===== src/rtl/axi_stream_mux_pkg.sv =====
// Shared types and helpers for the registered AXI-stream mux family.
// The round-robin search is sized for the widest mux (8 inputs).
package axi_stream_mux_pkg;

  localparam int MAX_INPUTS     = 8;
  localparam int MAX_ADDR_WIDTH = 3;

  typedef enum logic [1:0] {IDLE, GRANT, GAP} mux_arb_state_t;

  typedef struct packed {
    logic                      found;
    logic [MAX_ADDR_WIDTH-1:0] index;
  } rr_result_t;

  // First set bit of req strictly after ptr, wrapping at n back to 0.
  function automatic rr_result_t rr_select(input logic [MAX_INPUTS-1:0]     req,
                                           input logic [MAX_ADDR_WIDTH-1:0] ptr,
                                           input int                        n);
    rr_result_t res;
    int         idx;
    res = '0;
    for (int k = 1; k <= MAX_INPUTS; k++) begin
      idx = (int'(ptr) + k) % n;
      if (!res.found && (k <= n) && req[idx[MAX_ADDR_WIDTH-1:0]]) begin
        res.found = 1'b1;
        res.index = idx[MAX_ADDR_WIDTH-1:0];
      end
    end
    return res;
  endfunction

endpackage


===== src/rtl/axi_stream_mux_arbiter_rr_priority_encoder.sv =====
// Combinational rotate-and-find-first over the request vector.
// sel is only meaningful while any is high.
module rr_priority_encoder
  import axi_stream_mux_pkg::*;
#(
  parameter int N_INPUTS   = 6,
  parameter int ADDR_WIDTH = 3
) (
  input  logic [N_INPUTS-1:0]   req,
  input  logic [ADDR_WIDTH-1:0] ptr,
  output logic [ADDR_WIDTH-1:0] sel,
  output logic                  any
);

  logic [MAX_INPUTS-1:0] req_wide;
  rr_result_t            result;

  always_comb begin
    req_wide               = '0;
    req_wide[N_INPUTS-1:0] = req;
    result                 = rr_select(req_wide, MAX_ADDR_WIDTH'(ptr), N_INPUTS);
    sel                    = ADDR_WIDTH'(result.index);
    any                    = result.found;
  end

endmodule


===== src/rtl/axi_stream_mux_arbiter.sv =====
// Packet-aware round-robin arbiter producing the select of the registered
// AXI-stream mux; a grant is held until tlast is accepted or the input stalls out.
module axi_stream_mux_arbiter
  import axi_stream_mux_pkg::*;
#(
  parameter int N_INPUTS   = 6,
  parameter int ADDR_WIDTH = 3,
  parameter int TIMEOUT    = 1024,
  parameter int SWITCH_GAP = 2
) (
  input  logic                  clock,
  input  logic                  reset,
  input  logic                  enable,
  input  logic [N_INPUTS-1:0]   in_valid,
  input  logic [N_INPUTS-1:0]   in_ready,
  input  logic [N_INPUTS-1:0]   in_tlast,
  output logic [ADDR_WIDTH-1:0] address,
  output logic [N_INPUTS-1:0]   grant,
  output logic                  busy,
  output logic                  timeout_flag
);

  localparam int CNT_WIDTH = (TIMEOUT > 0) ? $clog2(TIMEOUT + 1) : 1;
  localparam int GAP_WIDTH = (SWITCH_GAP > 1) ? $clog2(SWITCH_GAP) : 1;
  localparam logic [CNT_WIDTH-1:0]  STALL_LAST = CNT_WIDTH'((TIMEOUT > 0) ? TIMEOUT - 1 : 0);
  localparam logic [GAP_WIDTH-1:0]  GAP_LAST   = GAP_WIDTH'((SWITCH_GAP > 0) ? SWITCH_GAP - 1 : 0);
  localparam logic [ADDR_WIDTH-1:0] LAST_INDEX = ADDR_WIDTH'(N_INPUTS - 1);

  mux_arb_state_t        state;
  mux_arb_state_t        state_next;
  logic [ADDR_WIDTH-1:0] rr_ptr;
  logic [ADDR_WIDTH-1:0] sel;
  logic                  any_req;
  logic                  beat;
  logic                  end_beat;
  logic                  stall_expired;
  logic                  start_grant;
  logic [CNT_WIDTH-1:0]  stall_cnt;
  logic [GAP_WIDTH-1:0]  gap_cnt;
  logic [ADDR_WIDTH-1:0] address_next;
  logic [N_INPUTS-1:0]   grant_next;
  logic                  busy_next;

  rr_priority_encoder #(
    .N_INPUTS  (N_INPUTS),
    .ADDR_WIDTH(ADDR_WIDTH)
  ) u_encoder (
    .req(in_valid),
    .ptr(rr_ptr),
    .sel(sel),
    .any(any_req)
  );

  // grant is all-zero outside GRANT, so masking with it ignores every other input.
  assign beat          = |(in_valid & in_ready & grant);
  assign end_beat      = |(in_valid & in_ready & in_tlast & grant);
  assign stall_expired = (TIMEOUT != 0) && (state == GRANT) && !beat && (stall_cnt == STALL_LAST);
  assign start_grant   = (state == IDLE) && enable && any_req;

  always_ff @(posedge clock or negedge reset) begin
    if (!reset) begin
      state        <= IDLE;
      rr_ptr       <= LAST_INDEX;
      address      <= '0;
      grant        <= '0;
      busy         <= 1'b0;
      timeout_flag <= 1'b0;
    end else begin
      state        <= state_next;
      address      <= address_next;
      grant        <= grant_next;
      busy         <= busy_next;
      timeout_flag <= stall_expired;
      if (start_grant) begin
        rr_ptr <= sel;
      end
    end
  end

  // An end beat implies a beat, so it always takes precedence over the stall abort.
  always_comb begin
    state_next = state;
    unique case (state)
      IDLE:    if (start_grant) state_next = GRANT;
      GRANT:   if (end_beat || stall_expired) state_next = (SWITCH_GAP == 0) ? IDLE : GAP;
      GAP:     if (gap_cnt == GAP_LAST) state_next = IDLE;
      default: state_next = IDLE;
    endcase
  end

  always_comb begin
    address_next = address;
    grant_next   = '0;
    if (start_grant) begin
      address_next = sel;
    end
    if (state_next == GRANT) begin
      grant_next[address_next] = 1'b1;
    end
    busy_next = (state_next != IDLE);
  end

  always_ff @(posedge clock or negedge reset) begin
    if (!reset) begin
      stall_cnt <= '0;
    end else if ((state != GRANT) || beat || (TIMEOUT == 0)) begin
      stall_cnt <= '0;
    end else begin
      stall_cnt <= stall_cnt + CNT_WIDTH'(1);
    end
  end

  always_ff @(posedge clock or negedge reset) begin
    if (!reset) begin
      gap_cnt <= '0;
    end else if (state == GAP) begin
      gap_cnt <= gap_cnt + GAP_WIDTH'(1);
    end else begin
      gap_cnt <= '0;
    end
  end

endmodule


===== config.mk =====
export PLATFORM = sky130hd
export DESIGN_NAME = axi_stream_mux_arbiter
export DESIGN_NICKNAME = d
export VERILOG_FILES = /design/src/rtl/axi_stream_mux_pkg.sv /design/src/rtl/axi_stream_mux_arbiter_rr_priority_encoder.sv /design/src/rtl/axi_stream_mux_arbiter.sv
export SDC_FILE = /design/constraint.sdc
export NUM_CORES = 1
export LEC_CHECK = 0
export CAP_MARGIN = 15
export CORE_MARGIN = 2
export CORE_UTILIZATION = 42
export CTS_CLUSTER_SIZE = 10
export DETAILED_ROUTE_END_ITERATION = 12
export GPL_TIMING_DRIVEN = 0
export SLEW_MARGIN = 25
export SYNTH_ARGS = -nofsm -noshare
export SYNTH_HDL_FRONTEND = slang
export SYNTH_HIERARCHICAL = 1
export SYNTH_SLANG_ARGS = --single-unit

===== constraint.sdc =====
create_clock -name clock -period 5.15 [get_ports clock]
set_input_delay 1.03 -clock clock [delete_from_list [all_inputs] [get_ports clock]]
set_output_delay 1.03 -clock clock [all_outputs]
set_load 0.01 [all_outputs]

==> results_dict.tcl <==
set metrics [dict create \
    power_mw 1.687 \
    wl_per_cell_um 15.14 \
    final_nets 326 \
    powerDensity_nw_per_um2 606.9 \
    drv_cap 0 \
    synthFlopType "dfrtp_1" \
    worstSetupPathType "reg -> reg" \
    antenna_cells 0 \
    synth_fp_nets 290 \
    path_clk_slew_ns 0.09 \
    grt_pass1_wl_um 9087 \
    drt_first_pass_iters 4 \
    viasPerCell 5.529 \
    grt_pass1_vias 1888 \
    hold_buffers 0 \
    yosysTopAreaCell "dfrtp_1" \
    post-cts-setup-buffer-count 0 \
    postRouteAntennaNets 0 \
    overflow 0 \
    drtIter0Drc 136 \
    grt_usage 0.1839 \
    crit_chain "buf_6, buf_4, inv_1, ha_1, xor2_1, inv_1, ha_1, nand2b_1, o21ai_0, a2bb2oi_1, and3_1, nor3_4, nand3_1, and4bb_4, nand2_1, a21boi_2, nand2_1, nor3b_1" \
    final_common_cell "clkdlybuf4s50_1" \
    grt_max_degree 29 \
    dieArea_um2 6156 \
    synth_seq_area_share 0.3020 \
    finish.instance_area_um2 2779 \
    rsz0062_at_grt "false" \
    outcome "finished clean" \
    fin_ws_ns 0.8220 \
    finalCriticalPeriod_ns 4.328 \
    yosysTopAreaCellShare 0.2794 \
    vias 2018 \
    hp-class "reg -> reg" \
    io_buffers 31 \
    synth_warnings 6 \
    timing.final.crit_share 0.8404 \
    rows 27 \
    cts_tree "done" \
    critPathSlowestCell "dfstp_2" \
    slew_headroom 0.5758 \
    critPathTopFamily "simple AND/OR/NAND/NOR gates" \
    fmax_ghz 0.2311 \
    critPathBufInv 4 \
    ys_types 71 \
    syn_inst 258 \
    syn_avg_cell_area_um2 9.025 \
    cts_made_buffers 3 \
    setup.worst_path.start_class "register" \
    reg2reg_depth 18 \
    setup_violations 0 \
    final-max-slew-violation-count 0 \
    async_reset_ff_frac 1.000 \
    p_leak_nw 1.228 \
    hold_viol 0 \
    clk_latency_ns 0.27 \
    synth_area_um2 2328 \
    fin_tns_setup_ns 0 \
    drt_wl_total_um 5527 \
    synthTopCellsByArea "dfrtp_1 (28%), ha_1 (5.9%), nand2_1 (4.5%)" \
    dp_hpwl_um 4369 \
    cts.htree.levels 1 \
    cts.sinks 28 \
    crit_cells 18 \
    worst_pin_slew_ns 0.6308 \
    ys_ff_latch 28 \
    drcViolationCount 0 \
    fp.dieH_um 78.46 \
    cts_resized 0 \
    area_delta_synth_final_pct 19.34 \
    cts_root_buffer "clkbuf_8" \
    globalplace.congestion 0.8849 \
    clockBufferDepth 2 \
    die_x_um 78.46 \
    clock_skew_ns 0.003227 \
    antenna_found_initial 0 \
    synth-edff-count 0 \
    ios 32 \
    crit_required_ns 5.34 \
    slowest_delay_ns 0.66 \
    dpl_worst_slack_ns 0.8117 \
    coreArea_um2 5439 \
    drive_above_1_share 0.1468 \
    path_max_fanout 10 \
    worst_setup_path_end_kind "register" \
    hold_depth 1 \
    critical_path_arrival_ns 4.52 \
    final_cell_mix "clkdlybuf4s50_1 (30), nand2_1 (28), dfrtp_1 (26)" \
    fill_cells 513 \
    initial_utilization 0.4281 \
    dpl_cell_area_um2 2724 \
    vdd_drop_max_mv 0.2598 \
]
## sequential cells by signal (all words and copies together), names as in the netlist
| signal | cells |
|---|---|
| stall_cnt | 11 |
| grant | 6 |
| address | 3 |
| rr_ptr | 3 |
| state | 2 |
| busy | 1 |
| gap_cnt | 1 |
| timeout_flag | 1 |
## cell families after synthesis
logic type      count (synthesis)  share of synthesized area
compound gates                 55                     0.2042
buf+inv                        30                    0.05750
mux                             9                    0.04782
fa+ha+maj                      11                    0.05911
flops                          28                     0.3020
xor+xnor                       11                    0.04460
simple gates                  114                     0.2848
## per-layer routing
| metal | up-vias | routed length [um] | share of wire | GRT usage |
|---|---|---|---|---|
| li1 | 1021 | - | - | - |
| met1 | 944 | 2741 | 0.50 | 0.2787 |
| met2 | 51 | 2502 | 0.45 | 0.2836 |
| met3 | 2 | 258 | 0.047 | 0.01954 |
| met4 | 0 | 24 | 0.0043 | 0.03684 |
| met5 | - | 0 | 0 | 0 |
## metrics by stage
step / hold slack [ns] / cells / utilization
6_report: 0.4936 / 365 / 0.5109
5_1_grt: 0.5282 / 365 / 0.5109
4_1_cts: 0.4967 / 365 / 0.5109
3_5_place_dp: 0.4834 / 361 / 0.5008
3_3_place_gp: 0.4760 / 361 / 0.5017
2_1_floorplan: 0.4546 / 258 / -
## synthesized netlist by cell type (2+ instances only)
cell type and count:
dfstp_2 2, a211oi_1 3, o211ai_1 2, and2_1 2, inv_1 21, buf_2 2, a211o_1 2, a21oi_2 2
buf_6 2, mux2_2 3, nor3_1 9, and3_2 3, o31a_1 3, xnor2_1 4, mux2i_1 4, a21oi_1 10
o21ai_0 5, a32o_1 2, nor3b_1 4, nor2b_1 3, a31oi_1 4, dfrtp_1 26, nor4_1 3, xor2_1 6
ha_1 11, nand4_2 2, nand2_1 28, nand4_1 6, nand2b_1 2, and3_1 5, clkbuf_1 4, o31ai_1 3
nor2_1 20, nand3_1 13
## cell type report
| cell class | count | area [um^2] | area share |
|---|---|---|---|
| clock buffers | 4 | 55.05 | 0.01981 |
| inverters | 21 | 78.83 | 0.02837 |
| plain buffers | 9 | 55.05 | 0.01981 |
| well taps | 72 | 90.09 | 0.03242 |
| repair buffers | 31 | 305.3 | 0.1099 |
| multi-input cells | 200 | 1491 | 0.5367 |
| flip-flops and latches | 28 | 703.2 | 0.2530 |
## worst paths after layout
path                               from      endpoint  slack (ns)
setup / recovery              rr_ptr[0]      grant[5]        0.82
max in group asynchronous         reset      grant[5]        3.97
hold / removal             stall_cnt[0]  stall_cnt[0]        0.49
setup reg to reg              rr_ptr[0]      grant[5]        0.82
hold reg to reg            stall_cnt[0]  stall_cnt[0]        0.49
min in group asynchronous         reset  stall_cnt[0]        0.77
## power by group
group	total, mW	switching [mW]	internal [mW]
Clock	0.135	0.0664	0.0684
Combinational	1.20	0.692	0.512
Sequential	0.348	0.0655	0.283
Total	1.69	0.823	0.863
Note: power is estimated with default switching activity, not from simulation.
==> RTL edit, RTL diff (config.mk and constraints unchanged) <==
Change the package constant `MAX_ADDR_WIDTH` from 3 to 2.
--- a/src/rtl/axi_stream_mux_pkg.sv
+++ b/src/rtl/axi_stream_mux_pkg.sv
@@ -3,7 +3,7 @@
 package axi_stream_mux_pkg;
 
   localparam int MAX_INPUTS     = 8;
-  localparam int MAX_ADDR_WIDTH = 3;
+  localparam int MAX_ADDR_WIDTH = 2;
 
   typedef enum logic [1:0] {IDLE, GRANT, GAP} mux_arb_state_t;
 
Behaviour: not the same (a bounded check fails within 4 cycles, from zero or initial values and one cycle with reset low).
==> RTL edit against the original RTL <==
Global-route usage down 1.0 points. Routed wire length down 36%. Setup slack better by 0.77 ns. Synthesized area down 29%. Register-to-register slack better by 0.95 ns. Die area down 27%. Non-clock buffer count down 6. Final area down 25%. Synthesized cell count down 38%. Critical path type is now primary input to flop. Sequential cell count down 1. Total power down 40%. Highest routed layer unchanged.
==> RTL edit: results (changes against the original RTL) <==
* Depth of the CTS H-tree at 1 (unchanged)
* Iter 0 DRT Violations at 43 (was 136)
* Highest-delay cell along the critical path: mux4_1 (was dfstp_2)
* Worst EP arrival at 3.73 ns (was 4.52 ns)
* # Post-CTS Setup Buffers at 0 (unchanged)
* Port bufs at 31 (unchanged)
* Worst Clk Skew at 0.002205 ns (was 0.003227 ns)
* Ys Warns at 6 (unchanged)
* Vias in the first global route at 1324 (was 1888)
* Hpwl dp at 2835 µm (was 4369 µm)
* Initial antenna violation count at 0 (unchanged)
* Slowest cell delay on critical path at 0.63 ns (was 0.66 ns)
* Share of layout cells above drive strength 1 at 15.38% (was 14.68%)
* Largest registers: stall_cnt (11), grant (6), address (3) (was stall_cnt (11), grant (6))
* Largest net degree at the start of global routing at 28 (was 29)
* CTS Root Buffer Type: clkbuf_8 (unchanged)
* Clk buf depth at 2 (unchanged)
* Kind of cell adding the most delay to the critical path: simple AND/OR/NAND/NOR gates (unchanged)
* Min-Delay Path Class: flop to flop (unchanged)
* Post-synthesis net count at 186 (was 290)
* GRT Util Overall at 17.34% (was 18.39%)
* Placement-stage cell area at 2026 µm² (was 2724 µm²)
* Inserted Diodes at 0 (unchanged)
* Place WS at 1.306 ns (was 0.8117 ns)
* Leak at 0.9171 nW (was 1.228 nW)
* Cts repair resizes at 0 (unchanged)
* Fin. Hold Viols at 0 (unchanged)
* Peak supply drop at 296.3 µV (was 259.8 µV)
* DR vias/cell at 5.354 (was 5.529)
* Slew @ Worst Pin at 0.5760 ns (was 0.6308 ns)
* Final nets at 222 (was 326)
* Reg clk slew, reported paths at approximately 0.08 ns
* Run status: complete, no violations (unchanged)
* Routability cong. at 0.7800 (was 0.8849)
* Mean routed wirelength per cell at 14.47 µm (was 15.14 µm)
* Worst-skew pair later-pin latency at around 0.26 ns
* Crit path max fanout at 8 (was 10)
* CTS buffer count at 3 (unchanged)
* Global-route wire length before repair at 5816 µm (was 9087 µm)
* Detailed Routing Iterations Pass 1 at 4 (unchanged)
RTL edit: per-layer routing:
layer	up-vias	routed length, µm	track usage, %
met4	0	44	5.357
met3	5	73	1.520
met5	-	0	0
met1	640	1455	20.24
met2	15	1942	33.13
li1	641	-	-
RTL edit: final cells by class:
class / count / area, µm²
well taps: 48 / 60.06
fillers: 371 / 1673
clock buffers: 4 / 45.04
flip-flops and latches: 27 / 676.9
multi-input cells: 120 / 923.4
repair buffers: 31 / 305.3
plain buffers: 3 / 22.52
inverters: 10 / 37.54
RTL edit: path summary, 6_finish.rpt:
kind / from / to / slack (ns) / depth (start not counted)
worst min-delay path: rr_ptr[0]$_DFFE_PN1P_ / rr_ptr[0]$_DFFE_PN1P_ / 0.49 / 2
min in group asynchronous: reset / stall_cnt[8]$_DFF_PN0_ / 0.75 / 1
worst min register to register: rr_ptr[0]$_DFFE_PN1P_ / rr_ptr[0]$_DFFE_PN1P_ / 0.49 / 2
max in group asynchronous: reset / rr_ptr[0]$_DFFE_PN1P_ / 4.02 / 1
worst max-delay path: in_valid[1] / grant[4]$_DFF_PN0_ / 1.59 / 10
worst max register to register: rr_ptr[0]$_DFFE_PN1P_ / grant[4]$_DFF_PN0_ / 1.77 / 12
RTL edit: power breakdown:
part | internal, mW | leakage, nW | switching [mW]
clock network | 0.0553 | 0.0228 | 0.0608
registers | 0.276 | 0.356 | 0.0548
logic | 0.273 | 0.538 | 0.288
RTL edit: per-stage QoR:
step / power, mW / std cells
final: 1.008 / 243
after global routing: 1.088 / 243
after CTS: 1.018 / 243
after detailed placement: 0.9012 / 239
after global placement: 0.8869 / 239
after floorplan: 0.7186 / 160
RTL edit: worst min-delay path, delay by kind of cell, from the launching register on:
| kind | cells | cell delay [ns] |
|---|---|---|
| flops | 1 | 0.40 |
| simple gates | 2 | 0.09 |
